**src/rtl/axi_read_arbiter_pkg.sv**
```systemverilog
// Shared types and AXI constants for the icache/dcache read arbiter.
package axi_arb_pkg;

  localparam int AXI_LEN_W   = 8;
  localparam int AXI_SIZE_W  = 3;
  localparam int AXI_BURST_W = 2;

  localparam logic [AXI_BURST_W-1:0] BURST_INCR = 2'b01;

  typedef enum logic [1:0] {
    IDLE = 2'd0,
    ADDR = 2'd1,
    DATA = 2'd2
  } arb_state_e;

  typedef enum logic {
    OWN_IC = 1'b0,
    OWN_DC = 1'b1
  } owner_e;

endpackage

```
**src/rtl/axi_read_arbiter_if.sv**
```systemverilog
// Bundle of requester-side and master-side AXI read signals around the arbiter.
interface axi_read_arbiter_if
  import axi_arb_pkg::*;
#(
  parameter int ADDR_W = 64,
  parameter int DATA_W = 64
);

  logic                   ic_arvalid, dc_arvalid;
  logic [ADDR_W-1:0]      ic_araddr, dc_araddr;
  logic [AXI_LEN_W-1:0]   ic_arlen, dc_arlen;
  logic [AXI_SIZE_W-1:0]  ic_arsize, dc_arsize;
  logic [AXI_BURST_W-1:0] ic_arburst, dc_arburst;
  logic                   ic_arready, dc_arready;
  logic                   ic_rvalid, dc_rvalid;
  logic [DATA_W-1:0]      ic_rdata, dc_rdata;
  logic                   ic_rlast, dc_rlast;
  logic                   ic_rready, dc_rready;

  logic                   m_axi_arvalid;
  logic [ADDR_W-1:0]      m_axi_araddr;
  logic [AXI_LEN_W-1:0]   m_axi_arlen;
  logic [AXI_SIZE_W-1:0]  m_axi_arsize;
  logic [AXI_BURST_W-1:0] m_axi_arburst;
  logic                   m_axi_arready;
  logic                   m_axi_rvalid;
  logic [DATA_W-1:0]      m_axi_rdata;
  logic                   m_axi_rlast;
  logic                   m_axi_rready;

  logic                   ic_owner, dc_owner;
  logic                   len_error;

  // Arbiter side
  modport master (
    input  ic_arvalid, dc_arvalid, ic_araddr, dc_araddr, ic_arlen, dc_arlen,
           ic_arsize, dc_arsize, ic_arburst, dc_arburst, ic_rready, dc_rready,
           m_axi_arready, m_axi_rvalid, m_axi_rdata, m_axi_rlast,
    output ic_arready, dc_arready, ic_rvalid, dc_rvalid, ic_rdata, dc_rdata,
           ic_rlast, dc_rlast, m_axi_arvalid, m_axi_araddr, m_axi_arlen,
           m_axi_arsize, m_axi_arburst, m_axi_rready, ic_owner, dc_owner, len_error
  );

  // Caches plus downstream slave
  modport slave (
    output ic_arvalid, dc_arvalid, ic_araddr, dc_araddr, ic_arlen, dc_arlen,
           ic_arsize, dc_arsize, ic_arburst, dc_arburst, ic_rready, dc_rready,
           m_axi_arready, m_axi_rvalid, m_axi_rdata, m_axi_rlast,
    input  ic_arready, dc_arready, ic_rvalid, dc_rvalid, ic_rdata, dc_rdata,
           ic_rlast, dc_rlast, m_axi_arvalid, m_axi_araddr, m_axi_arlen,
           m_axi_arsize, m_axi_arburst, m_axi_rready, ic_owner, dc_owner, len_error
  );

endinterface

```
**src/rtl/axi_read_arbiter_picker.sv**
```systemverilog
// Winner selection between icache and dcache requests.
// With ARB_ROUND_ROBIN_EN a tie goes to whoever was not granted last; otherwise dcache wins ties.
module axi_arb_picker
  import axi_arb_pkg::*;
(
  input  logic   ic_req,
  input  logic   dc_req,
`ifdef ARB_ROUND_ROBIN_EN
  input  owner_e last_grant,
`endif
  output owner_e winner
);

  // Combinational priority decision
  always_comb begin
    winner = OWN_IC;
    if (ic_req && dc_req) begin
`ifdef ARB_ROUND_ROBIN_EN
      winner = (last_grant == OWN_IC) ? OWN_DC : OWN_IC;
`else
      winner = OWN_DC;
`endif
    end else if (dc_req) begin
      winner = OWN_DC;
    end else begin
      winner = OWN_IC;
    end
  end

endmodule

```
**src/rtl/axi_read_arbiter.sv**
```systemverilog
// Shares one AXI read master between icache and dcache, one full burst per grant.
// Optional round-robin tie breaking is enabled by defining ARB_ROUND_ROBIN_EN.
module axi_read_arbiter
  import axi_arb_pkg::*;
#(
  parameter int ADDR_W = 64,
  parameter int DATA_W = 64
) (
  input  logic clock,
  input  logic reset,
  axi_read_arbiter_if.master bus
);

  arb_state_e state_q, state_d;
  owner_e     grant_q, grant_d;
  logic [AXI_LEN_W-1:0] beat_cnt_q, beat_cnt_d;
  logic [AXI_LEN_W-1:0] exp_len_q, exp_len_d;
  logic       len_error_q, len_error_d;
`ifdef ARB_ROUND_ROBIN_EN
  owner_e     last_grant_q, last_grant_d;
`endif

  owner_e                 pick;
  logic                   own_arvalid;
  logic [ADDR_W-1:0]      own_araddr;
  logic [AXI_LEN_W-1:0]   own_arlen;
  logic [AXI_SIZE_W-1:0]  own_arsize;
  logic [AXI_BURST_W-1:0] own_arburst;
  logic                   own_rready;
  logic                   beat;
  logic [DATA_W-1:0]      rdata;

  axi_arb_picker u_picker (
    .ic_req     (bus.ic_arvalid),
    .dc_req     (bus.dc_arvalid),
`ifdef ARB_ROUND_ROBIN_EN
    .last_grant (last_grant_q),
`endif
    .winner     (pick)
  );

  // Select the current owner's request fields
  always_comb begin
    if (grant_q == OWN_DC) begin
      own_arvalid = bus.dc_arvalid;
      own_araddr  = bus.dc_araddr;
      own_arlen   = bus.dc_arlen;
      own_arsize  = bus.dc_arsize;
      own_arburst = bus.dc_arburst;
      own_rready  = bus.dc_rready;
    end else begin
      own_arvalid = bus.ic_arvalid;
      own_araddr  = bus.ic_araddr;
      own_arlen   = bus.ic_arlen;
      own_arsize  = bus.ic_arsize;
      own_arburst = bus.ic_arburst;
      own_rready  = bus.ic_rready;
    end
    beat  = (state_q == DATA) && bus.m_axi_rvalid && own_rready;
    rdata = bus.m_axi_rdata;
  end

  // Next-state, beat counting and length checking
  always_comb begin
    state_d      = state_q;
    grant_d      = grant_q;
    beat_cnt_d   = beat_cnt_q;
    exp_len_d    = exp_len_q;
    len_error_d  = len_error_q;
`ifdef ARB_ROUND_ROBIN_EN
    last_grant_d = last_grant_q;
`endif
    case (state_q)
      IDLE: begin
        if (bus.ic_arvalid || bus.dc_arvalid) begin
          grant_d = pick;
          state_d = ADDR;
        end else begin
          state_d = IDLE;
        end
      end
      ADDR: begin
        if (!own_arvalid) begin
          state_d = IDLE;
        end else if (bus.m_axi_arready) begin
          exp_len_d  = own_arlen;
          beat_cnt_d = 8'd0;
          state_d    = DATA;
        end else begin
          state_d = ADDR;
        end
      end
      DATA: begin
        if (beat) begin
          beat_cnt_d = beat_cnt_q + 8'd1;
          // rlast early/late and missing rlast at the expected index are both errors
          if (bus.m_axi_rlast) begin
            if (beat_cnt_q != exp_len_q) begin
              len_error_d = 1'b1;
            end else begin
              len_error_d = len_error_q;
            end
            state_d = IDLE;
`ifdef ARB_ROUND_ROBIN_EN
            last_grant_d = grant_q;
`endif
          end else begin
            if (beat_cnt_q == exp_len_q) begin
              len_error_d = 1'b1;
            end else begin
              len_error_d = len_error_q;
            end
            state_d = DATA;
          end
        end else begin
          state_d = DATA;
        end
      end
      default: begin
        state_d = IDLE;
      end
    endcase
  end

  // State registers with synchronous reset
  always_ff @(posedge clock) begin
    if (reset) begin
      state_q      <= IDLE;
      grant_q      <= OWN_IC;
      beat_cnt_q   <= 8'd0;
      exp_len_q    <= 8'd0;
      len_error_q  <= 1'b0;
`ifdef ARB_ROUND_ROBIN_EN
      last_grant_q <= OWN_IC;
`endif
    end else begin
      state_q      <= state_d;
      grant_q      <= grant_d;
      beat_cnt_q   <= beat_cnt_d;
      exp_len_q    <= exp_len_d;
      len_error_q  <= len_error_d;
`ifdef ARB_ROUND_ROBIN_EN
      last_grant_q <= last_grant_d;
`endif
    end
  end

  // Output decode from the registered state and grant
  always_comb begin
    bus.m_axi_arvalid = 1'b0;
    bus.m_axi_araddr  = '0;
    bus.m_axi_arlen   = 8'd0;
    bus.m_axi_arsize  = 3'd0;
    bus.m_axi_arburst = 2'd0;
    bus.m_axi_rready  = 1'b0;
    bus.ic_arready    = 1'b0;
    bus.dc_arready    = 1'b0;
    bus.ic_rvalid     = 1'b0;
    bus.dc_rvalid     = 1'b0;
    bus.ic_rlast      = 1'b0;
    bus.dc_rlast      = 1'b0;
    bus.ic_rdata      = rdata;
    bus.dc_rdata      = rdata;
    bus.ic_owner      = (state_q != IDLE) && (grant_q == OWN_IC);
    bus.dc_owner      = (state_q != IDLE) && (grant_q == OWN_DC);
    bus.len_error     = len_error_q;
    case (state_q)
      ADDR: begin
        bus.m_axi_arvalid = own_arvalid;
        bus.m_axi_araddr  = own_araddr;
        bus.m_axi_arlen   = own_arlen;
        bus.m_axi_arsize  = own_arsize;
        bus.m_axi_arburst = own_arburst;
        bus.ic_arready    = (grant_q == OWN_IC) && bus.m_axi_arready;
        bus.dc_arready    = (grant_q == OWN_DC) && bus.m_axi_arready;
      end
      DATA: begin
        bus.m_axi_rready = own_rready;
        bus.ic_rvalid    = (grant_q == OWN_IC) && bus.m_axi_rvalid;
        bus.dc_rvalid    = (grant_q == OWN_DC) && bus.m_axi_rvalid;
        bus.ic_rlast     = (grant_q == OWN_IC) && bus.m_axi_rlast;
        bus.dc_rlast     = (grant_q == OWN_DC) && bus.m_axi_rlast;
      end
      default: begin
        bus.m_axi_arvalid = 1'b0;
      end
    endcase
  end

endmodule

```
**src/flat_wrapper.sv**
```systemverilog
// flat-port wrapper written by rule: the top's interface ports become plain ports
module axi_read_arbiter_flat import axi_arb_pkg::*;
#(
  parameter int ADDR_W = 64,
  parameter int DATA_W = 64
)
  (clock, reset, bus_ic_arvalid, bus_dc_arvalid, bus_ic_araddr, bus_dc_araddr, bus_ic_arlen, bus_dc_arlen, bus_ic_arsize, bus_dc_arsize, bus_ic_arburst, bus_dc_arburst, bus_ic_rready, bus_dc_rready, bus_m_axi_arready, bus_m_axi_rvalid, bus_m_axi_rdata, bus_m_axi_rlast, bus_ic_arready, bus_dc_arready, bus_ic_rvalid, bus_dc_rvalid, bus_ic_rdata, bus_dc_rdata, bus_ic_rlast, bus_dc_rlast, bus_m_axi_arvalid, bus_m_axi_araddr, bus_m_axi_arlen, bus_m_axi_arsize, bus_m_axi_arburst, bus_m_axi_rready, bus_ic_owner, bus_dc_owner, bus_len_error);
  axi_read_arbiter_if #(.ADDR_W(ADDR_W), .DATA_W(DATA_W)) bus_i ();
  input  logic clock;
  input  logic reset;
  input wire logic [$bits(bus_i.ic_arvalid)-1:0] bus_ic_arvalid;
  input wire logic [$bits(bus_i.dc_arvalid)-1:0] bus_dc_arvalid;
  input wire logic [$bits(bus_i.ic_araddr)-1:0] bus_ic_araddr;
  input wire logic [$bits(bus_i.dc_araddr)-1:0] bus_dc_araddr;
  input wire logic [$bits(bus_i.ic_arlen)-1:0] bus_ic_arlen;
  input wire logic [$bits(bus_i.dc_arlen)-1:0] bus_dc_arlen;
  input wire logic [$bits(bus_i.ic_arsize)-1:0] bus_ic_arsize;
  input wire logic [$bits(bus_i.dc_arsize)-1:0] bus_dc_arsize;
  input wire logic [$bits(bus_i.ic_arburst)-1:0] bus_ic_arburst;
  input wire logic [$bits(bus_i.dc_arburst)-1:0] bus_dc_arburst;
  input wire logic [$bits(bus_i.ic_rready)-1:0] bus_ic_rready;
  input wire logic [$bits(bus_i.dc_rready)-1:0] bus_dc_rready;
  input wire logic [$bits(bus_i.m_axi_arready)-1:0] bus_m_axi_arready;
  input wire logic [$bits(bus_i.m_axi_rvalid)-1:0] bus_m_axi_rvalid;
  input wire logic [$bits(bus_i.m_axi_rdata)-1:0] bus_m_axi_rdata;
  input wire logic [$bits(bus_i.m_axi_rlast)-1:0] bus_m_axi_rlast;
  output wire logic [$bits(bus_i.ic_arready)-1:0] bus_ic_arready;
  output wire logic [$bits(bus_i.dc_arready)-1:0] bus_dc_arready;
  output wire logic [$bits(bus_i.ic_rvalid)-1:0] bus_ic_rvalid;
  output wire logic [$bits(bus_i.dc_rvalid)-1:0] bus_dc_rvalid;
  output wire logic [$bits(bus_i.ic_rdata)-1:0] bus_ic_rdata;
  output wire logic [$bits(bus_i.dc_rdata)-1:0] bus_dc_rdata;
  output wire logic [$bits(bus_i.ic_rlast)-1:0] bus_ic_rlast;
  output wire logic [$bits(bus_i.dc_rlast)-1:0] bus_dc_rlast;
  output wire logic [$bits(bus_i.m_axi_arvalid)-1:0] bus_m_axi_arvalid;
  output wire logic [$bits(bus_i.m_axi_araddr)-1:0] bus_m_axi_araddr;
  output wire logic [$bits(bus_i.m_axi_arlen)-1:0] bus_m_axi_arlen;
  output wire logic [$bits(bus_i.m_axi_arsize)-1:0] bus_m_axi_arsize;
  output wire logic [$bits(bus_i.m_axi_arburst)-1:0] bus_m_axi_arburst;
  output wire logic [$bits(bus_i.m_axi_rready)-1:0] bus_m_axi_rready;
  output wire logic [$bits(bus_i.ic_owner)-1:0] bus_ic_owner;
  output wire logic [$bits(bus_i.dc_owner)-1:0] bus_dc_owner;
  output wire logic [$bits(bus_i.len_error)-1:0] bus_len_error;
  assign bus_i.ic_arvalid = bus_ic_arvalid;
  assign bus_i.dc_arvalid = bus_dc_arvalid;
  assign bus_i.ic_araddr = bus_ic_araddr;
  assign bus_i.dc_araddr = bus_dc_araddr;
  assign bus_i.ic_arlen = bus_ic_arlen;
  assign bus_i.dc_arlen = bus_dc_arlen;
  assign bus_i.ic_arsize = bus_ic_arsize;
  assign bus_i.dc_arsize = bus_dc_arsize;
  assign bus_i.ic_arburst = bus_ic_arburst;
  assign bus_i.dc_arburst = bus_dc_arburst;
  assign bus_i.ic_rready = bus_ic_rready;
  assign bus_i.dc_rready = bus_dc_rready;
  assign bus_i.m_axi_arready = bus_m_axi_arready;
  assign bus_i.m_axi_rvalid = bus_m_axi_rvalid;
  assign bus_i.m_axi_rdata = bus_m_axi_rdata;
  assign bus_i.m_axi_rlast = bus_m_axi_rlast;
  assign bus_ic_arready = bus_i.ic_arready;
  assign bus_dc_arready = bus_i.dc_arready;
  assign bus_ic_rvalid = bus_i.ic_rvalid;
  assign bus_dc_rvalid = bus_i.dc_rvalid;
  assign bus_ic_rdata = bus_i.ic_rdata;
  assign bus_dc_rdata = bus_i.dc_rdata;
  assign bus_ic_rlast = bus_i.ic_rlast;
  assign bus_dc_rlast = bus_i.dc_rlast;
  assign bus_m_axi_arvalid = bus_i.m_axi_arvalid;
  assign bus_m_axi_araddr = bus_i.m_axi_araddr;
  assign bus_m_axi_arlen = bus_i.m_axi_arlen;
  assign bus_m_axi_arsize = bus_i.m_axi_arsize;
  assign bus_m_axi_arburst = bus_i.m_axi_arburst;
  assign bus_m_axi_rready = bus_i.m_axi_rready;
  assign bus_ic_owner = bus_i.ic_owner;
  assign bus_dc_owner = bus_i.dc_owner;
  assign bus_len_error = bus_i.len_error;
  axi_read_arbiter #(.ADDR_W(ADDR_W), .DATA_W(DATA_W)) u_core (.clock(clock), .reset(reset), .bus(bus_i));
endmodule
```
**config.mk**
```make
export PLATFORM = sky130hd
export DESIGN_NAME = axi_read_arbiter_flat
export DESIGN_NICKNAME = d
export VERILOG_FILES = /design/src/rtl/axi_read_arbiter_pkg.sv /design/src/rtl/axi_read_arbiter_if.sv /design/src/rtl/axi_read_arbiter_picker.sv /design/src/rtl/axi_read_arbiter.sv /design/src/flat_wrapper.sv
export SDC_FILE = /design/constraint.sdc
export NUM_CORES = 1
export LEC_CHECK = 0
export CELL_PAD_IN_SITES_DETAIL_PLACEMENT = 0
export CELL_PAD_IN_SITES_GLOBAL_PLACEMENT = 2
export CORE_MARGIN = 8
export CORE_UTILIZATION = 11
export DETAILED_ROUTE_END_ITERATION = 10
export GPL_ROUTABILITY_DRIVEN = 0
export GPL_TIMING_DRIVEN = 0
export PLACE_DENSITY_LB_ADDON = 0.1
export SETUP_SLACK_MARGIN = 0.3
export SYNTH_ARGS = -nofsm -noshare
export SYNTH_HDL_FRONTEND = slang
export SYNTH_HIERARCHICAL = 1
export SYNTH_SLANG_ARGS = --single-unit
```
**constraint.sdc**
```tcl
create_clock -name clock -period 2.63 [get_ports clock]
set_input_delay 0.3945 -clock clock [delete_from_list [all_inputs] [get_ports clock]]
set_output_delay 0.3945 -clock clock [all_outputs]
set_load 0.01 [all_outputs]
```
==> results of run 1 <==
-- layout by cell type (no fill, tap or decap), drive strengths merged, types with 9 or more instances in the layout --
master	count
clkdlybuf4s50	299
buf	145
nor2	101
mux2i	80
dlygate4sd2	40
dlymetal6s2s	34
dfxtp	20
clkbuf	14
xor2	10
a211oi	9
-- repair_timing --
action                                  CTS  global route
endpoints found under the setup margin   86            58
pin swaps                                 0             1
endpoints found under the hold margin     0             0
resized for setup                        70            51
gates cloned                              0             0
buffers inserted                          0             1
-- final cells by class --
class | count | area (µm²)
clock buffer | 4 | 88.8
buffer | 154 | 1170
fill | 3087 | 20800
inverter | 2 | 7.51
sequential | 20 | 402
multi-input combinational | 245 | 1650
tap | 384 | 480
timing repair buffer | 378 | 3820
-- metrics by stage --
| step | TNS (ps) | setup slack [ps] | hold slack (ps) |
|---|---|---|---|
| 2_1_floorplan | 0 | 962 | 463 |
| 5_1_grt | 0 | 302 | 532 |
| 4_1_cts | 0 | 119 | 495 |
| 3_5_place_dp | -3660 | -206 | 488 |
| 3_3_place_gp | -3380 | -213 | 477 |
| 6_report | 0 | 403 | 500 |
-- synth_stat cells --
library cell,n
a2111oi_0,1
a211oi_1,9
a21oi_1,4
a311o_1,1
and2_1,1
and3_1,2
and3b_2,1
and4_1,1
buf_1,2
buf_2,11
buf_4,131
clkbuf_1,10
dfxtp_1,20
ha_1,1
inv_1,2
mux2_4,1
mux2i_1,80
nand2_1,3
nand2_2,1
nand2b_1,1
nand3_1,4
nand3b_1,4
nand4_1,1
nor2_1,101
nor2b_1,2
nor3_1,2
nor4_1,3
nor4b_1,2
o21ai_0,1
o22a_1,1
o31ai_1,1
or2_2,1
or3_1,1
or4_1,1
xnor2_1,3
xor2_1,10
-- worst register-to-register path: stages, from the launching register on --
cell and delay [ps]:
dfxtp_1 300, buf_4 160, mux2i_1 310, nor2_1 110, buf_2 200, buf_4 210, a211oi_1 250
-- logic make-up after synthesis --
| family | synth area share, % |
|---|---|
| DFF | 12.8 |
| xor gates and xnor gates | 3.63 |
| AOI/OAI and AO/OA | 4.07 |
| buffers and inverters | 34.8 |
| and+or+nand+nor | 18.3 |
| muxes | 26.0 |
| adders and majority gates | 0.399 |
-- power by group through the flow --
stage	Sequential, µW	Combinational (µW)	Clock, µW
2_1_floorplan	328	545	0
3_3_place_gp	331	1320	0
3_5_place_dp	330	1320	0
4_1_cts	324	1300	356
5_1_grt	326	1370	367
6_report	324	1270	345
-- layer usage --
layer / routed length, µm / track usage [%]
met5: 0 / 0
met4: 331 / 2.14
met3: 2580 / 5.47
met2: 11500 / 22.2
met1: 5640 / 8.77
-- flip-flops by register name, indices dropped and copies added (netlist names) --
name	cells
u_core/grant_q	1
u_core/beat_cnt_q	8
u_core/bus.len_error	1
u_core/state_q	2
u_core/exp_len_q	8
-- worst max path at each step --
stage	from	endpoint	slack, ps	cells after the start
after floorplan	u_core/state_q[1]$_SDFF_PP0_	bus_m_axi_araddr[43]	960	6
after global placement	u_core/state_q[1]$_SDFF_PP0_	bus_m_axi_araddr[58]	-210	7
after detailed placement	u_core/state_q[1]$_SDFF_PP0_	bus_m_axi_araddr[61]	-210	7
after CTS	u_core/state_q[1]$_SDFF_PP0_	bus_m_axi_araddr[62]	120	7
after global routing	u_core/state_q[1]$_SDFF_PP0_	bus_m_axi_araddr[43]	300	7
final	u_core/grant_q$_SDFFE_PP0N_	bus_dc_rlast	400	5
==> flow_metrics.py, run 1 <==
metrics = {
    "setup_path": {
        "r2r_cells": 6,
        "crit_family": "buffers and inverters",
        "reg2reg_from": "u_core/grant_q$_SDFFE_PP0N_",
        "cp_slowest_cell": "clkdlybuf4s50_1",
        "r2r_end": "u_core/exp_len_q[1]$_SDFFE_PP0P_",
        "cpMostUsedCell": "buf_4",
        "arrival_ps": 1830,
        "r2r_slack_ps": 1000,
        "crit_fanout": 10,
        "end_kind": "primary output",
        "crit_chain": "buf_4 > buf_8 > buf_4 > and3_1 > clkdlybuf4s50_1",
        "worstPathBufferInverterCount": 4,
        "slowest_delay_ps": 550,
        "critPathKind": "reg -> out",
        "cp.required_ps": 2240,
        "critPathLaunchType": "flop",
    },
    "grt": {
        "grt_pass1_vias": 4602,
        "grt_pass1_wl_um": 27900,
        "overflow": 0,
        "antenna_found_initial": 0,
        "grt_start_max_net_pins": 12,
        "track_usage_pct": 10.7,
    },
    "floorplan": {
        "dieArea_um2": 34200,
        "die_y_um": 185,
        "initial_utilization_pct": 11.0,
        "rows": 62,
        "chipWidth_um": 185,
        "io_pins": 443,
        "core_um2": 28400,
    },
    "timing": {
        "grt_setup_unrepaired": "no",
        "period_needed_ps": 2230,
        "finalCritPeriodShare_pct": 84.7,
        "maxSlewHeadroom_pct": 65.4,
        "maxSlewViolCount": 0,
        "worst_slew_pin_slew_ps": 519,
        "setup_violations": 0,
        "finalHoldViolations": 0,
        "fin_skew_ps": 2.18,
        "clock.fmax_ghz": 0.449,
    },
    "hold_path": {
        "worstHoldPathCells": 2,
        "worstHoldPathType": "reg -> reg",
        "hold_path_startpoint": "u_core/beat_cnt_q[7]$_SDFFE_PP0P_",
        "holdPathEnd": "u_core/beat_cnt_q[7]$_SDFFE_PP0P_",
    },
    "synthesis": {
        "yosysTopAreaCell": "buf_4",
        "seq_area_frac_synth_pct": 12.8,
        "syn_area_um2": 3140,
        "ys_warn_count": 6,
        "synth_nets": 649,
        "synthCells": 421,
        "synth-seq-cells": 20,
        "syn_avg_cell_area_um2": 7.45,
        "synth_top_cell_area_share_pct": 31.4,
        "synth_area_leaders": "buf_4 (31%), mux2i_1 (26%), dfxtp_1 (13%), nor2_1 (12%), xor2_1 (2.8%)",
        "synth.distinct_cells": 36,
    },
    "power_and_ir_drop": {
        "pwr-share-comb_pct": 65.5,
        "worst_ir_drop_vdd_uv": 136,
        "p_sw_uw": 611,
        "seqPwrFrac_pct": 16.7,
        "intPower_uw": 1330,
        "p_sw_share_pct": 31.5,
        "pwr-share-clk_pct": 17.8,
        "cellLeakagePower_uw": 0.00369,
        "power.density_nw_per_um2": 255,
        "total_power_uw": 1940,
    },
    "clock_network": {
        "clkSlewWorstSetupHoldPaths_ps": 60,
        "postCtsHoldBufs": 0,
        "cts_max_level": 1,
        "cts_tree": "done",
        "cts_root_buffer": "clkbuf_16",
        "cts.sinks": 20,
        "clk_path_buf_depth": 2,
        "cts_buffers": 3,
        "clock_latency_ps": 250,
    },
    "routing": {
        "drt_iter0_markers": 79,
        "ant_nets": 0,
        "wirelength_um": 20000,
        "wl_per_cell_um": 16.9,
        "drcViolationCount": 0,
        "drt-vias-per-instance": 3.45,
        "vias": 4101,
        "firstDrtPassIters": 4,
    },
    "layout": {
        "diodes": 0,
        "syn2layout_area_growth_pct": 143,
        "stdcell_area_um2": 7610,
        "finalNonFillerCells": 1187,
        "drive_above_1_share_pct": 20.0,
        "finalNetCount": 1032,
        "utilization_pct": 26.8,
    },
    "run_status": {
        "status": "complete, no violations",
    },
    "place": {
        "port_buffers": 377,
        "placed_cells": 1182,
        "hpwlAfterDp_um": 18200,
        "placed_area_um2": 7390,
    },
    "flow_run": {
        "max_cap_viol_count": 0,
    },
}
Note: power is estimated with default switching activity, not from simulation.
==> inputs of run 2 (changes only) <==
- CORE_UTILIZATION: 11 -> 10
- clock period: 2.63 -> 2.2 ns (I/O delays scaled with it)
==> run 2 against run 1 <==
Effect of this change:
- global-route usage is 0.57 points higher
- sequential power is 20% higher
- clock skew is 2.1 ps higher
- critical path depth is 3 higher
- sequential share of layout area is 0.078 points lower
- wire length is 16% higher
- non-clock buffer count is 18 higher
- register-to-register slack worse by 510 ps
==> flow_metrics.py, run 2 (synthesized netlist as in run 1, its figures left out) <==
metrics = {
    "floorplan": {
        "chipWidth_um": 193,
        "core_um2": 31200,
        "initial_utilization_pct": 10.0,
        "die_y_um": 193,
        "rows": 65,
        "dieArea_um2": 37300,
        "io_pins": 443,
    },
    "clock_network": {
        "cts.sinks": 20,
        "cts_max_level": 1,
        "clock_latency_ps": 250,
        "cts_root_buffer": "clkbuf_16",
        "postCtsHoldBufs": 0,
        "cts_tree": "done",
        "clk_path_buf_depth": 2,
        "clkSlewWorstSetupHoldPaths_ps": 60,
        "cts_buffers": 3,
    },
    "layout": {
        "layout_commonest_cell": "clkdlybuf4s50_1",
        "top_regs": "u_core/beat_cnt_q x8, u_core/exp_len_q x8, u_core/state_q x2",
        "diodes": 0,
        "drive_above_1_share_pct": 31.2,
        "utilization_pct": 24.8,
        "syn2layout_area_growth_pct": 147,
        "stdcell_area_um2": 7750,
        "finalNetCount": 1050,
        "final_cell_mix": "clkdlybuf4s50_1 (290), buf_4 (142), nor2_1 (100)",
    },
    "setup_path": {
        "crit_fanout": 5,
        "end_kind": "primary output",
        "arrival_ps": 1620,
        "critPathKind": "reg -> out",
        "cp.required_ps": 1870,
        "r2r_slack_ps": 490,
        "critPathLaunchType": "flop",
    },
    "routing": {
        "wirelength_um": 23300,
        "wl_per_cell_um": 19.1,
        "drcViolationCount": 0,
        "vias": 4115,
        "ant_nets": 0,
        "drt_iter0_markers": 60,
        "firstDrtPassIters": 4,
        "drt-vias-per-instance": 3.36,
    },
    "timing": {
        "finalHoldViolations": 0,
        "maxSlewHeadroom_pct": 66.7,
        "clock.fmax_ghz": 0.512,
        "whs_ps": 507,
        "worst_slew_pin_slew_ps": 496,
        "setup_violations": 0,
        "period_needed_ps": 1950,
        "fin_skew_ps": 4.32,
        "maxSlewViolCount": 0,
        "finalCritPeriodShare_pct": 88.7,
        "finalSetupTns_ps": 0,
        "grt_setup_unrepaired": "yes",
    },
    "grt": {
        "track_usage_pct": 11.3,
        "overflow": 0,
        "grt_start_max_net_pins": 12,
        "antenna_found_initial": 1,
        "grt_pass1_vias": 4424,
        "grt_pass1_wl_um": 30700,
    },
    "place": {
        "hpwlAfterDp_um": 21000,
        "port_buffers": 377,
        "placed_area_um2": 7410,
    },
    "power_and_ir_drop": {
        "worst_ir_drop_vdd_uv": 215,
        "power.density_nw_per_um2": 316,
        "cellLeakagePower_uw": 0.00336,
    },
    "flow_run": {
        "max_cap_viol_count": 0,
    },
    "hold_path": {
        "worstHoldPathType": "reg -> reg",
    },
    "run_status": {
        "status": "complete, no violations",
    },
}
[run 2: cell count changes in the layout (fill, tap and decap cells not counted), moves of 5 or more]
cell             previous run  this run
mux2i_1                    79        73
dlymetal6s2s_1             34         3
clkdlybuf4s15_2             0         8
buf_4                     134       142
dlygate4sd2_1              40        10
clkdlybuf4s50_1           299       290
buf_2                       3        43
buf_12                      0        11
clkbuf_4                    6         1
clkbuf_8                    1         6
clkbuf_2                    0        15
[run 2: final cells by class]
type	instances	area, µm²
Tap cell	402	503
Clock buffer	4	88.8
Fill cell	3471	23500
Inverter	2	7.51
Timing Repair Buffer	396	3730
Buffer	154	1310
Multi-Input combinational cell	245	1710
Sequential cell	20	403
[run 2: final timing paths]
path / cells past startpoint / to / from
worst min register to register: 2 / u_core/exp_len_q[6]$_SDFFE_PP0P_ / u_core/exp_len_q[6]$_SDFFE_PP0P_
worst max-delay path: 8 / bus_m_axi_arlen[1] / u_core/grant_q$_SDFFE_PP0N_
worst min-delay path: 2 / u_core/exp_len_q[6]$_SDFFE_PP0P_ / u_core/exp_len_q[6]$_SDFFE_PP0P_
worst max register to register: 6 / u_core/beat_cnt_q[7]$_SDFFE_PP0P_ / u_core/grant_q$_SDFFE_PP0N_
[run 2: power by group]
part / internal (µW) / switching [µW] / total [µW]
Clock: 277 / 134 / 412
Combinational: 1010 / 637 / 1650
Sequential: 377 / 11.9 / 389
Total: 1670 / 783 / 2450
[run 2: stage by stage]
step | setup slack [ps] | std cells | total power, µW
2_1_floorplan | 597 | 421 | 1040
3_3_place_gp | -480 | 1200 | 2000
3_5_place_dp | -520 | 1200 | 1990
4_1_cts | 134 | 1212 | 2420
5_1_grt | 193 | 1223 | 2600
6_report | 248 | 1223 | 2450
[run 2: worst max-delay path, stage by stage (launching register included)]
cell and delay [ps]:
dfxtp_2 310, buf_6 130, buf_12 120, buf_16 140
buf_6 120, buf_12 120, mux2i_4 170, nor2_1 100
buf_2 160
[run 2: timing repair]
item	4_1_cts	5_1_grt
endpoints found under the setup margin	87	71
gates resized for setup	291	70
cloned	1	2
buffers inserted	7	9
pin swaps	1	3
[run 2: layer usage]
layer	routed length, µm	up-vias	track usage, %
met4	107	2	1.01
met3	2440	9	5.23
met1	7260	1858	10.1
li1	-	2062	-
met5	13	-	0
met2	13500	184	23.3
